==> src/rtl/usb_defs.sv <==
`default_nettype none
// +----------------------------------------------------------------------------+
// | Package     : usb_defs                                                     |
// | Description : Shared USB definitions: endpoint address width and the       |
// |               state encoding of the bulk-IN arbiter transfer FSM.          |
// | Revision    : 1.0 - initial release                                        |
// +----------------------------------------------------------------------------+
package usb_defs;

    // USB endpoint address width
    localparam int c_EP_W = 4;

    // Bulk-IN arbiter transfer state
    typedef enum logic [1:0] {
        ST_IDLE = 2'd0,     // waiting for a bulk IN transfer to start
        ST_SEND = 2'd1,     // streaming the selected source to usb_xfer
        ST_HOLD = 2'd2      // packet done or endpoint unmapped; wait for xfer end
    } xfer_state_t;

endpackage
`default_nettype wire

==> src/rtl/usb_bulk_in_arbiter.sv <==
`default_nettype none
// +----------------------------------------------------------------------------+
// | Module      : usb_bulk_in_arbiter                                          |
// | Description : Shares the single bulk-IN source port of usb_xfer (bid_*)    |
// |               between NUM_SRC on-chip packet sources, each bound to one    |
// |               endpoint address. The host-selected endpoint's stream is     |
// |               steered to usb_xfer for exactly one packet per IN transfer;  |
// |               completion or mid-packet abort is reported per source.       |
// | Revision    : 1.0 - initial release                                        |
// +----------------------------------------------------------------------------+
// | Ports                                                                      |
// |   clock, reset_n        usb clock, asynchronous active-low reset           |
// |   blk_xfer_endpoint_i   endpoint of the current bulk transfer              |
// |   blk_in_xfer_i         bulk IN transfer in progress                       |
// |   src_has_data_i        per source: holds at least one complete packet     |
// |   src_tvalid/tready/tlast/tdata  per-source AXI-S streams                  |
// |   src_sent_o            1-cycle pulse: packet fully handed to usb_xfer     |
// |   src_abort_o           1-cycle pulse: transfer ended mid-packet, rewind   |
// |   bid_*                 AXI-S stream plus has_data flag towards usb_xfer   |
// |   busy_o                arbiter not idle                                   |
// +----------------------------------------------------------------------------+
module usb_bulk_in_arbiter
    import usb_defs::*;
#(
    parameter int                   NUM_SRC = 4,
    parameter logic [4*NUM_SRC-1:0] EP_MAP  = 16'h4321
) (
    input  logic                 clock,
    input  logic                 reset_n,
    input  logic [c_EP_W-1:0]    blk_xfer_endpoint_i,
    input  logic                 blk_in_xfer_i,
    input  logic [NUM_SRC-1:0]   src_has_data_i,
    input  logic [NUM_SRC-1:0]   src_tvalid_i,
    output logic [NUM_SRC-1:0]   src_tready_o,
    input  logic [NUM_SRC-1:0]   src_tlast_i,
    input  logic [8*NUM_SRC-1:0] src_tdata_i,
    output logic [NUM_SRC-1:0]   src_sent_o,
    output logic [NUM_SRC-1:0]   src_abort_o,
    output logic                 bid_has_data_o,
    output logic                 bid_tvalid_o,
    input  logic                 bid_tready_i,
    output logic                 bid_tlast_o,
    output logic [7:0]           bid_tdata_o,
    output logic                 busy_o
);

    localparam int c_SEL_W = (NUM_SRC > 1) ? $clog2(NUM_SRC) : 1;

    xfer_state_t          r_state;
    xfer_state_t          w_next_state;
    logic [c_SEL_W-1:0]   r_sel;
    logic [c_SEL_W-1:0]   w_idx;
    logic [NUM_SRC-1:0]   w_match;
    logic                 w_hit;
    logic [7:0]           w_data [NUM_SRC];
    logic                 r_xfer_prev;
    logic                 w_rise;
    logic                 r_beat_taken;
    logic                 r_has_data;
    logic                 w_has_data_d;
    logic                 w_hs;
    logic                 w_latch_sel;
    logic                 w_sent_set;
    logic                 w_abort_set;
    logic [NUM_SRC-1:0]   w_sel_onehot;
    logic [NUM_SRC-1:0]   r_sent;
    logic [NUM_SRC-1:0]   r_abort;

    // ------------------------------------------------------------------
    // Endpoint lookup and per-source data unpacking
    // ------------------------------------------------------------------
    for (genvar gi = 0; gi < NUM_SRC; gi++) begin : g_lookup
        assign w_match[gi] = (EP_MAP[c_EP_W*gi +: c_EP_W] == blk_xfer_endpoint_i);
        assign w_data[gi]  = src_tdata_i[8*gi +: 8];
    end

    // Endpoint addresses are unique, so at most one match bit is set.
    always_comb begin
        w_idx = '0;
        for (int i = 0; i < NUM_SRC; i++) begin
            if (w_match[i]) begin
                w_idx = c_SEL_W'(i);
            end
        end
    end

    assign w_hit        = |w_match;
    assign w_rise       = blk_in_xfer_i & ~r_xfer_prev;
    assign w_sel_onehot = NUM_SRC'(1) << r_sel;

    // ------------------------------------------------------------------
    // Next-state logic and the combinational stream mux
    // ------------------------------------------------------------------
    always_comb begin
        w_next_state = r_state;
        w_latch_sel  = 1'b0;
        w_sent_set   = 1'b0;
        w_abort_set  = 1'b0;
        w_hs         = 1'b0;
        w_has_data_d = 1'b0;
        bid_tvalid_o = 1'b0;
        bid_tlast_o  = 1'b0;
        bid_tdata_o  = '0;
        src_tready_o = '0;

        case (r_state)
            ST_IDLE: begin
                w_has_data_d = w_hit & src_has_data_i[w_idx];
                if (w_rise) begin
                    if (w_hit) begin
                        w_next_state = ST_SEND;
                        w_latch_sel  = 1'b1;
                    end else begin
                        // Unmapped endpoint: has_data stays low so usb_xfer NAKs.
                        w_next_state = ST_HOLD;
                    end
                end
            end

            ST_SEND: begin
                w_has_data_d         = src_has_data_i[r_sel];
                bid_tvalid_o         = src_tvalid_i[r_sel];
                bid_tlast_o          = src_tlast_i[r_sel];
                bid_tdata_o          = w_data[r_sel];
                src_tready_o[r_sel]  = bid_tready_i;
                w_hs                 = src_tvalid_i[r_sel] & bid_tready_i;
                // A completed last beat takes priority over the transfer ending
                // in the same cycle: the packet was delivered.
                if (w_hs && src_tlast_i[r_sel]) begin
                    w_sent_set   = 1'b1;
                    w_next_state = blk_in_xfer_i ? ST_HOLD : ST_IDLE;
                end else if (!blk_in_xfer_i) begin
                    // Nothing consumed means a plain NAK; the source keeps its packet.
                    w_abort_set  = r_beat_taken | w_hs;
                    w_next_state = ST_IDLE;
                end
            end

            ST_HOLD: begin
                if (!blk_in_xfer_i) begin
                    w_next_state = ST_IDLE;
                end
            end

            default: begin
                w_next_state = ST_IDLE;
            end
        endcase
    end

    // ------------------------------------------------------------------
    // State and bookkeeping registers
    // ------------------------------------------------------------------
    always_ff @(posedge clock or negedge reset_n) begin
        if (!reset_n) begin
            r_state <= ST_IDLE;
        end else begin
            r_state <= w_next_state;
        end
    end

    always_ff @(posedge clock or negedge reset_n) begin
        if (!reset_n) begin
            r_sel        <= '0;
            r_xfer_prev  <= 1'b0;
            r_beat_taken <= 1'b0;
            r_has_data   <= 1'b0;
            r_sent       <= '0;
            r_abort      <= '0;
        end else begin
            r_xfer_prev <= blk_in_xfer_i;
            r_has_data  <= w_has_data_d;
            r_sent      <= w_sent_set  ? w_sel_onehot : '0;
            r_abort     <= w_abort_set ? w_sel_onehot : '0;
            // The selection only moves on entry to SEND, so endpoint changes
            // during a transfer cannot redirect the stream.
            if (w_latch_sel) begin
                r_sel <= w_idx;
            end
            if (r_state == ST_SEND) begin
                if (w_hs) begin
                    r_beat_taken <= 1'b1;
                end
            end else begin
                r_beat_taken <= 1'b0;
            end
        end
    end

    assign src_sent_o     = r_sent;
    assign src_abort_o    = r_abort;
    assign bid_has_data_o = r_has_data;
    assign busy_o         = (r_state != ST_IDLE);

endmodule
`default_nettype wire

==> config.mk <==
export PLATFORM = sky130hd
export DESIGN_NAME = usb_bulk_in_arbiter
export DESIGN_NICKNAME = d
export VERILOG_FILES = /design/src/rtl/usb_defs.sv /design/src/rtl/usb_bulk_in_arbiter.sv
export SDC_FILE = /design/constraint.sdc
export NUM_CORES = 1
export LEC_CHECK = 0
export ABC_AREA = 1
export CORE_AREA = 2 2 62 58
export DETAILED_ROUTE_END_ITERATION = 16
export DIE_AREA = 0 0 64 60
export PLACE_DENSITY_LB_ADDON = 0.15
export SYNTH_ARGS = -nofsm -noshare
export SYNTH_HDL_FRONTEND = slang
export SYNTH_SLANG_ARGS = --single-unit
==> constraint.sdc <==
create_clock -name clock -period 1.6 [get_ports clock]
set_clock_uncertainty 0.1 [all_clocks]
set_input_delay 0.32 -clock clock [delete_from_list [all_inputs] [get_ports clock]]
set_output_delay 0.32 -clock clock [all_outputs]
set_load 0.05 [all_outputs]
==> results of run 1 <==
-- through the flow --
step                      TNS (ns)  std cells  setup WS, ns  hold WS [ns]
after global routing         -7.03        300        -0.414         0.257
after detailed placement     -3.57        286        -0.264         0.409
after floorplan             -0.204        151       -0.0254       -0.0756
after global placement       -2.70        286        -0.160         0.397
after CTS                    -4.54        297        -0.351         0.243
final                        -5.18        300        -0.353         0.239
-- final timing paths --
| path | end | from | cells past startpoint | slack (ns) |
|---|---|---|---|---|
| hold reg to reg | r_beat_taken | r_beat_taken | 2 | 0.46 |
| min in group clock | r_beat_taken | r_beat_taken | 2 | 0.46 |
| hold / removal | src_sent_o[0] | reset_n | 2 | 0.24 |
| max in group asynchronous | r_sel[0] | reset_n | 2 | 0.97 |
| setup reg to reg | r_state[1] | r_sel[0] | 13 | -0.21 |
| setup / recovery | bid_tdata_o[1] | r_sel[1] | 4 | -0.35 |
-- metal layers --
| metal | global-route usage, % | vias to the layer above |
|---|---|---|
| met2 | 41.7 | 59 |
| met4 | 10.6 | 0 |
| met3 | 5.27 | 5 |
| li1 | - | 716 |
| met1 | 21.7 | 656 |
| met5 | 0 | - |
-- cell families (layout without fill, tap and decap cells) --
family	count (synthesis)	in the layout	share of synthesized area (%)
buffers and inverters	27	131	11.8
DFF	15	15	35.5
AOI/OAI and AO/OA	28	28	16.7
and+or+nand+nor	81	82	35.9
-- timing repair --
action	4_1_cts	5_1_grt
cloned	1	0
pin swaps	10	3
setup endpoints to repair	24	28
buffers inserted	6	3
gates resized for setup	32	8
-- flip-flops by register name, indices dropped and copies added (netlist names) --
name and count:
src_abort_o 4, src_sent_o 4, r_sel 2, r_state 2, bid_has_data_o 1, r_beat_taken 1
r_xfer_prev 1
-- synthesized netlist by cell type --
| cell | count |
|---|---|
| o21ai_0 | 6 |
| a31oi_1 | 8 |
| o22ai_1 | 1 |
| o211ai_1 | 1 |
| buf_6 | 2 |
| inv_1 | 18 |
| nand3_1 | 24 |
| nor3_1 | 1 |
| inv_4 | 1 |
| nand2_2 | 1 |
| nor2_2 | 5 |
| nor2_4 | 3 |
| buf_2 | 5 |
| clkbuf_1 | 1 |
| nand3_2 | 1 |
| nor2_1 | 18 |
| a22oi_1 | 9 |
| a21oi_1 | 3 |
| nand2_1 | 28 |
| dfrtp_1 | 15 |
-- layout make-up --
class | instances | area [um^2] | share of cell area (%)
clock buffers | 3 | 22.5 | 0.853
clock inverters | 1 | 5.00 | 0.190
inverters | 19 | 73.8 | 2.80
multi-input cells | 110 | 830 | 31.4
flip-flops and latches | 15 | 378 | 14.3
well taps | 44 | 55.1 | 2.09
repair buffers | 108 | 1280 | 48.3
-- power breakdown --
| part | internal, W | total [W] | leakage [nW] | switching, W |
|---|---|---|---|---|
| logic | 0.00106 | 0.00234 | 0.854 | 0.00128 |
| clock network | 0.0000932 | 0.000221 | 0.0177 | 0.000127 |
| registers | 0.000437 | 0.000527 | 0.200 | 0.0000897 |
-- critical path, cell delays in order (launching register included) --
cell and delay (ns):
dfrtp_2 0.46, buf_4 0.24, nand3_1 0.15, a31oi_4 0.24, buf_12 0.16
==> metrics.md, run 1 <==
| Metric | Value |
|---|---|
| Failing checks | `setup timing` |
| Final setup margin | `-0.353 ns` |
| Mean number of vias per cell | `roughly 4.8` |
| Final #Nets | `a little over 300` |
| First-pass GRT wire length | `6.29 mm` |
| Max Cap Viol | `0` |
| Metal-1 WL | `approximately 1.5 mm` |
| CTS tree | `built` |
| Max_slew headroom | `77.2%` |
| Synth unique cells | `20` |
| Area after DPL | `approximately 2400 um^2` |
| Sequential share of the synthesized area | `35.5%` |
| #FFs+latches synth | `15` |
| Antenna diode count | `0` |
| Pin count of the biggest net entering global routing | `17` |
| Run status | `finished, violations left` |
| Die Wd | `64 um` |
| Synth area leaders | `dfrtp_1 36%, nand3_1 11%, nand2_1 10%` |
| Leakage power figure | `around 1.1 nW` |
| Top sig layer | `met4` |
| RSZ-0062 raised after global routing | `true` |
| Total power | `0.00309 W` |
| Initial antenna violation count | `0` |
| CP Max Fanout | `16` |
| Routed wl met3 | `~320 um` |
| Top-area cell type share of the netlist area | `35.5%` |
| Layout cells sized above 1 | `between 40% and 50%` |
| CP arrival | `1.53 ns` |
| Final Instance Area | `roughly 2600 um^2` |
| Worst setup SP type | `flip-flop` |
| Routed Antenna Nets | `0` |
| Die height | `approximately 60 um` |
| Final setup fails | `24` |
| Routed met2 length | `roughly 2.3 mm` |
| Number of H-tree levels | `1` |
| Mapped Area | `between 1000 and 1500 um^2` |
| DP Wirelength | `about 3.1 mm` |
| Worst Setup End Kind | `output port` |
| Post-Syn Instances | `about 150` |
| Final Wtd Congestion | `between 0.7 and 0.8` |
| Root Buffer Master | `clkbuf_4` |
| Initial Util | `between 30% and 40%` |
| WS Path Type | `reg2out` |
| FMAX | `a little over 0.5 GHz` |
| Maximum buffer depth of the clock tree | `2` |
| GRT Total Usage | `between 20% and 30%` |
| Period Utilization, post-route | `122%` |
| Most common cell after layout, fill and taps aside | `clkdlybuf4s50_1` |
| Core footprint | `between 3000 and 4000 um^2` |
| Ports | `76` |
| Pre-antenna DRT Iters | `4` |
| DR DRC count | `0` |
| Worst-Margin Slew | `0.338 ns` |
| Area leader, netlist | `dfrtp_1` |
| WL per Instance | `between 10 and 15 um` |
| WL final | `4.13 mm` |
| Util after Layout | `81.8%` |
| Die ar. | `roughly 3800 um^2` |
| Area delta synth->final | `150%` |
| Hold Path Class | `in2async` |
| Fill cells | `between 150 and 200` |
| Synth Net Count | `203` |
| Most frequent cells in the layout | `51 x clkdlybuf4s50_1, 24 x buf_12, 23 x nand3_1, 23 x buf_4, 21 x nand2_1` |
| Critical Path RT | `between 1 and 1.5 ns` |
| Power per cell area | `between 1000 and 1500 nW/um^2` |
| Later-pin clock latency in the skew report | `0.29 ns` |
| Max Transition Viols Final | `0` |
| Final min period | `1.95 ns` |
| CTS Hold Buffers Added | `0` |
| Initial DRC Count | `34` |
| Gr ovfl total | `0` |
| Worst ir drop on vdd | `~0.00088 V` |
| Clock Sink Count | `15` |
| DR vias | `approximately 1,400` |
| Port bufs | `75` |
| Row count | `20` |
| Vias in the first global route | `between 1,000 and 1,500` |
| Inserted Clock Buffers | `3` |
| Final Hold Fails | `0` |
| Syn. warnings | `0` |
| Mean Syn Cell Area | `roughly 7 um^2` |
| Reg clk slew, reported paths | `~0.090 ns` |
No activity file was read; power rests on OpenSTA's default activity.
==> inputs of run 2 (changes only) <==
- CAP_MARGIN: unset -> 15
- CORE_AREA: 2 2 62 58 -> 2 2 61 58
- DIE_AREA: 0 0 64 60 -> 0 0 63 60
- DONT_BUFFER_PORTS: unset -> 1
==> run 2 against run 1 <==
  * The flow still finishes with violations (setup timing)
  * Wire length fell by 14%
  * Fmax fell by 0.99%
  * Global-route usage decreased by 1.2 points
  * Largest cell class is now multi-input combinational cells
  * Non-clock buffer count decreased by 62
  * Sequential share of layout area up 5.1 points
  * Clock power rose by 7%
==> metrics.md, run 2 (synthesis gave the netlist of run 1 again) <==
| Metric | Value |
|---|---|
| Run status | `finished, violations left (unchanged)` |
| Failing checks | `setup timing (unchanged)` |
| Die Wd | `63 um (was 64 um)` |
| GRT Total Usage | `20.3% (was 21.5%)` |
| Period Utilization, post-route | `123% (was 122%)` |
| Power share of the combinational group | `73.7% (was 75.8%)` |
| Antenna diode count | `0 (unchanged)` |
| CP arrival | `1.55 ns (was 1.53 ns)` |
| Pin count of the biggest net entering global routing | `16 (was 17)` |
| First-pass GRT wire length | `5.89 mm (was 6.29 mm)` |
| Core footprint | `3180 um^2 (was 3230 um^2)` |
| Number of H-tree levels | `1 (unchanged)` |
| Final setup margin | `-0.373 ns (was -0.353 ns)` |
| Final #Nets | `246 (was 309)` |
| Power per cell area | `1520 nW/um^2 (was 1170 nW/um^2)` |
| Initial DRC Count | `48 (was 34)` |
| DR vias | `1,223 (was 1,436)` |
| Worst Setup End Kind | `output port (unchanged)` |
| Inserted Clock Buffers | `3 (unchanged)` |
| RSZ-0062 raised after global routing | `true (unchanged)` |
| CP Max Fanout | `5 (was 16)` |
| Leakage power figure | `0.819 nW (was 1.07 nW)` |
| Vias in the first global route | `1,322 (was 1,455)` |
| Mean number of vias per cell | `5.16 (was 4.79)` |
| Final min period | `1.97 ns (was 1.95 ns)` |
| FMAX | `0.507 GHz (was 0.512 GHz)` |
| DP Wirelength | `2.60 mm (was 3.14 mm)` |
| Critical path, cell by cell | `inv_4 -> nor2_4 -> buf_6 -> a22oi_2 -> a31oi_4 -> buf_12 (was buf_4 -> nand3_1 -> a31oi_4 -> buf_12)` |
| Root Buffer Master | `clkbuf_4 (unchanged)` |
| Hold Path Class | `in2reg (was in2async)` |
| Worst ir drop on vdd | `0.000994 V (was 0.000883 V)` |
| Reg clk slew, reported paths | `0.10 ns (was 0.09 ns)` |
| Die ar. | `3780 um^2 (was 3840 um^2)` |
| Worst setup SP type | `flip-flop (unchanged)` |
| Final setup fails | `26 (was 24)` |
| Internal | `0.00150 W (was 0.00159 W)` |
| Die height | `60 um (unchanged)` |
| Critical Path RT | `1.18 ns (about the same)` |
| Critical path's top delay family | `flip-flops (unchanged)` |
| WL per Instance | `14.9 um (was 13.8 um)` |
| Port bufs | `0 (was 75)` |
| Worst-Margin Slew | `0.699 ns (was 0.338 ns)` |
| DR DRC count | `0 (unchanged)` |
| Util after Layout | `61.3% (was 81.8%)` |
| Max Transition Viols Final | `0 (unchanged)` |
| Routed Antenna Nets | `0 (unchanged)` |
| Ports | `76 (unchanged)` |
| Maximum buffer depth of the clock tree | `2 (unchanged)` |
| Most frequent cells in the layout | `23 x nand3_1, 23 x buf_4, 22 x nand2_1 (was 51 x clkdlybuf4s50_1, 24 x buf_12, 23 x nand3_1, 23 x buf_4, 21 x nand2_1)` |
| Final Wtd Congestion | `0.780 (was 0.784)` |
| Final Instance Area | `1950 um^2 (was 2640 um^2)` |
| WL final | `3.53 mm (was 4.13 mm)` |
| Switch share | `49.5% (was 48.4%)` |
| Area after DPL | `1660 um^2 (was 2390 um^2)` |
| Pre-antenna DRT Iters | `4 (unchanged)` |
| Final Hold Fails | `0 (unchanged)` |
| Clock Sink Count | `15 (unchanged)` |
| WS Path Type | `reg2out (unchanged)` |
| Gr ovfl total | `0 (unchanged)` |
| Crit-path slowest cell | `dfrtp_2 (unchanged)` |
| Max_slew headroom | `53.3% (was 77.2%)` |
| Layout cells sized above 1 | `50.8% (was 43.0%)` |
| Sw Pwr | `0.00147 W (was 0.00149 W)` |
| Area delta synth->final | `84.6% (was 150%)` |
| CP bufs+invs | `3 (was 2)` |
| Initial Util | `33.2% (was 32.7%)` |
| CP peak stage delay | `0.47 ns (was 0.46 ns)` |
| CTS tree | `built (unchanged)` |
| Clock share of power | `8.0% (was 7.1%)` |
| Row count | `20 (unchanged)` |
| Max Cap Viol | `0 (unchanged)` |
| Initial antenna violation count | `0 (unchanged)` |
| Part of the power in registers | `18.3% (was 17.1%)` |
| Later-pin clock latency in the skew report | `0.31 ns (was 0.29 ns)` |
[run 2: changes by cell type in the layout (fill, tap and decap cells not counted), sizes merged]
| cell | before | now |
|---|---|---|
| dlygate4sd3 | 0 | 2 |
| buf | 57 | 44 |
| nor2 | 27 | 26 |
| clkdlybuf4s50 | 51 | 0 |
[run 2: final timing paths]
| kind | startpoint | cells after the start | slack [ns] | end |
|---|---|---|---|---|
| min reg2reg | r_state[0] | 3 | 0.51 | r_state[1] |
| max | r_sel[0] | 6 | -0.37 | bid_tdata_o[2] |
| max reg2reg | r_sel[1] | 11 | -0.16 | src_abort_o[3] |
| max in group asynchronous | reset_n | 1 | 0.53 | r_sel[0] |
| min in group asynchronous | reset_n | 1 | 0.39 | bid_has_data_o |
| min | blk_in_xfer_i | 2 | 0.04 | r_state[1] |
[run 2: layout make-up]
class                      count  area, um^2
clock buffer                   3        22.5
clock inverter                 1        5.00
fill                         293        1230
inverter                      19        73.8
multi-input combinational    109         828
sequential                    15         378
tap                           44        55.1
timing repair buffer          46         587
[run 2: what timing repair did]
item	CTS	global route
buffers inserted	8	4
endpoints found under the hold margin	16	0
gates resized for setup	26	11
pin swaps	8	10
gates cloned	0	0
setup endpoints to repair	20	23
hold buffers	2	0
[run 2: metrics by stage]
stage               TNS (ns)  setup WS, ns  power [W]  cells  hold WS [ns]
floorplan             -0.204       -0.0254    0.00173    151       -0.0756
global placement      -0.786       -0.0711    0.00223    219       -0.0751
finish                 -5.42        -0.373    0.00297    237        0.0416
detailed placement     -1.23        -0.123    0.00226    219       -0.0750
CTS                    -4.32        -0.349    0.00287    233        0.0565
global route           -7.52        -0.425    0.00317    237        0.0482
[run 2: per-layer routing]
metal,up-vias,part of all wire (%),GRT usage [%]
li1,588,-,-
met1,568,37,22.4
met2,61,54,37.7
met3,6,7.1,3.01
met4,0,2.1,11.7
met5,-,0,0
[run 2: power by group through the flow]
stage                     clock network (W)  logic, W  registers, W
final                              0.000236   0.00219      0.000544
after global routing               0.000253   0.00236      0.000555
after detailed placement                  0   0.00173      0.000536
after global placement                    0   0.00169      0.000535
after floorplan                           0   0.00124      0.000494
after CTS                          0.000230   0.00211      0.000534
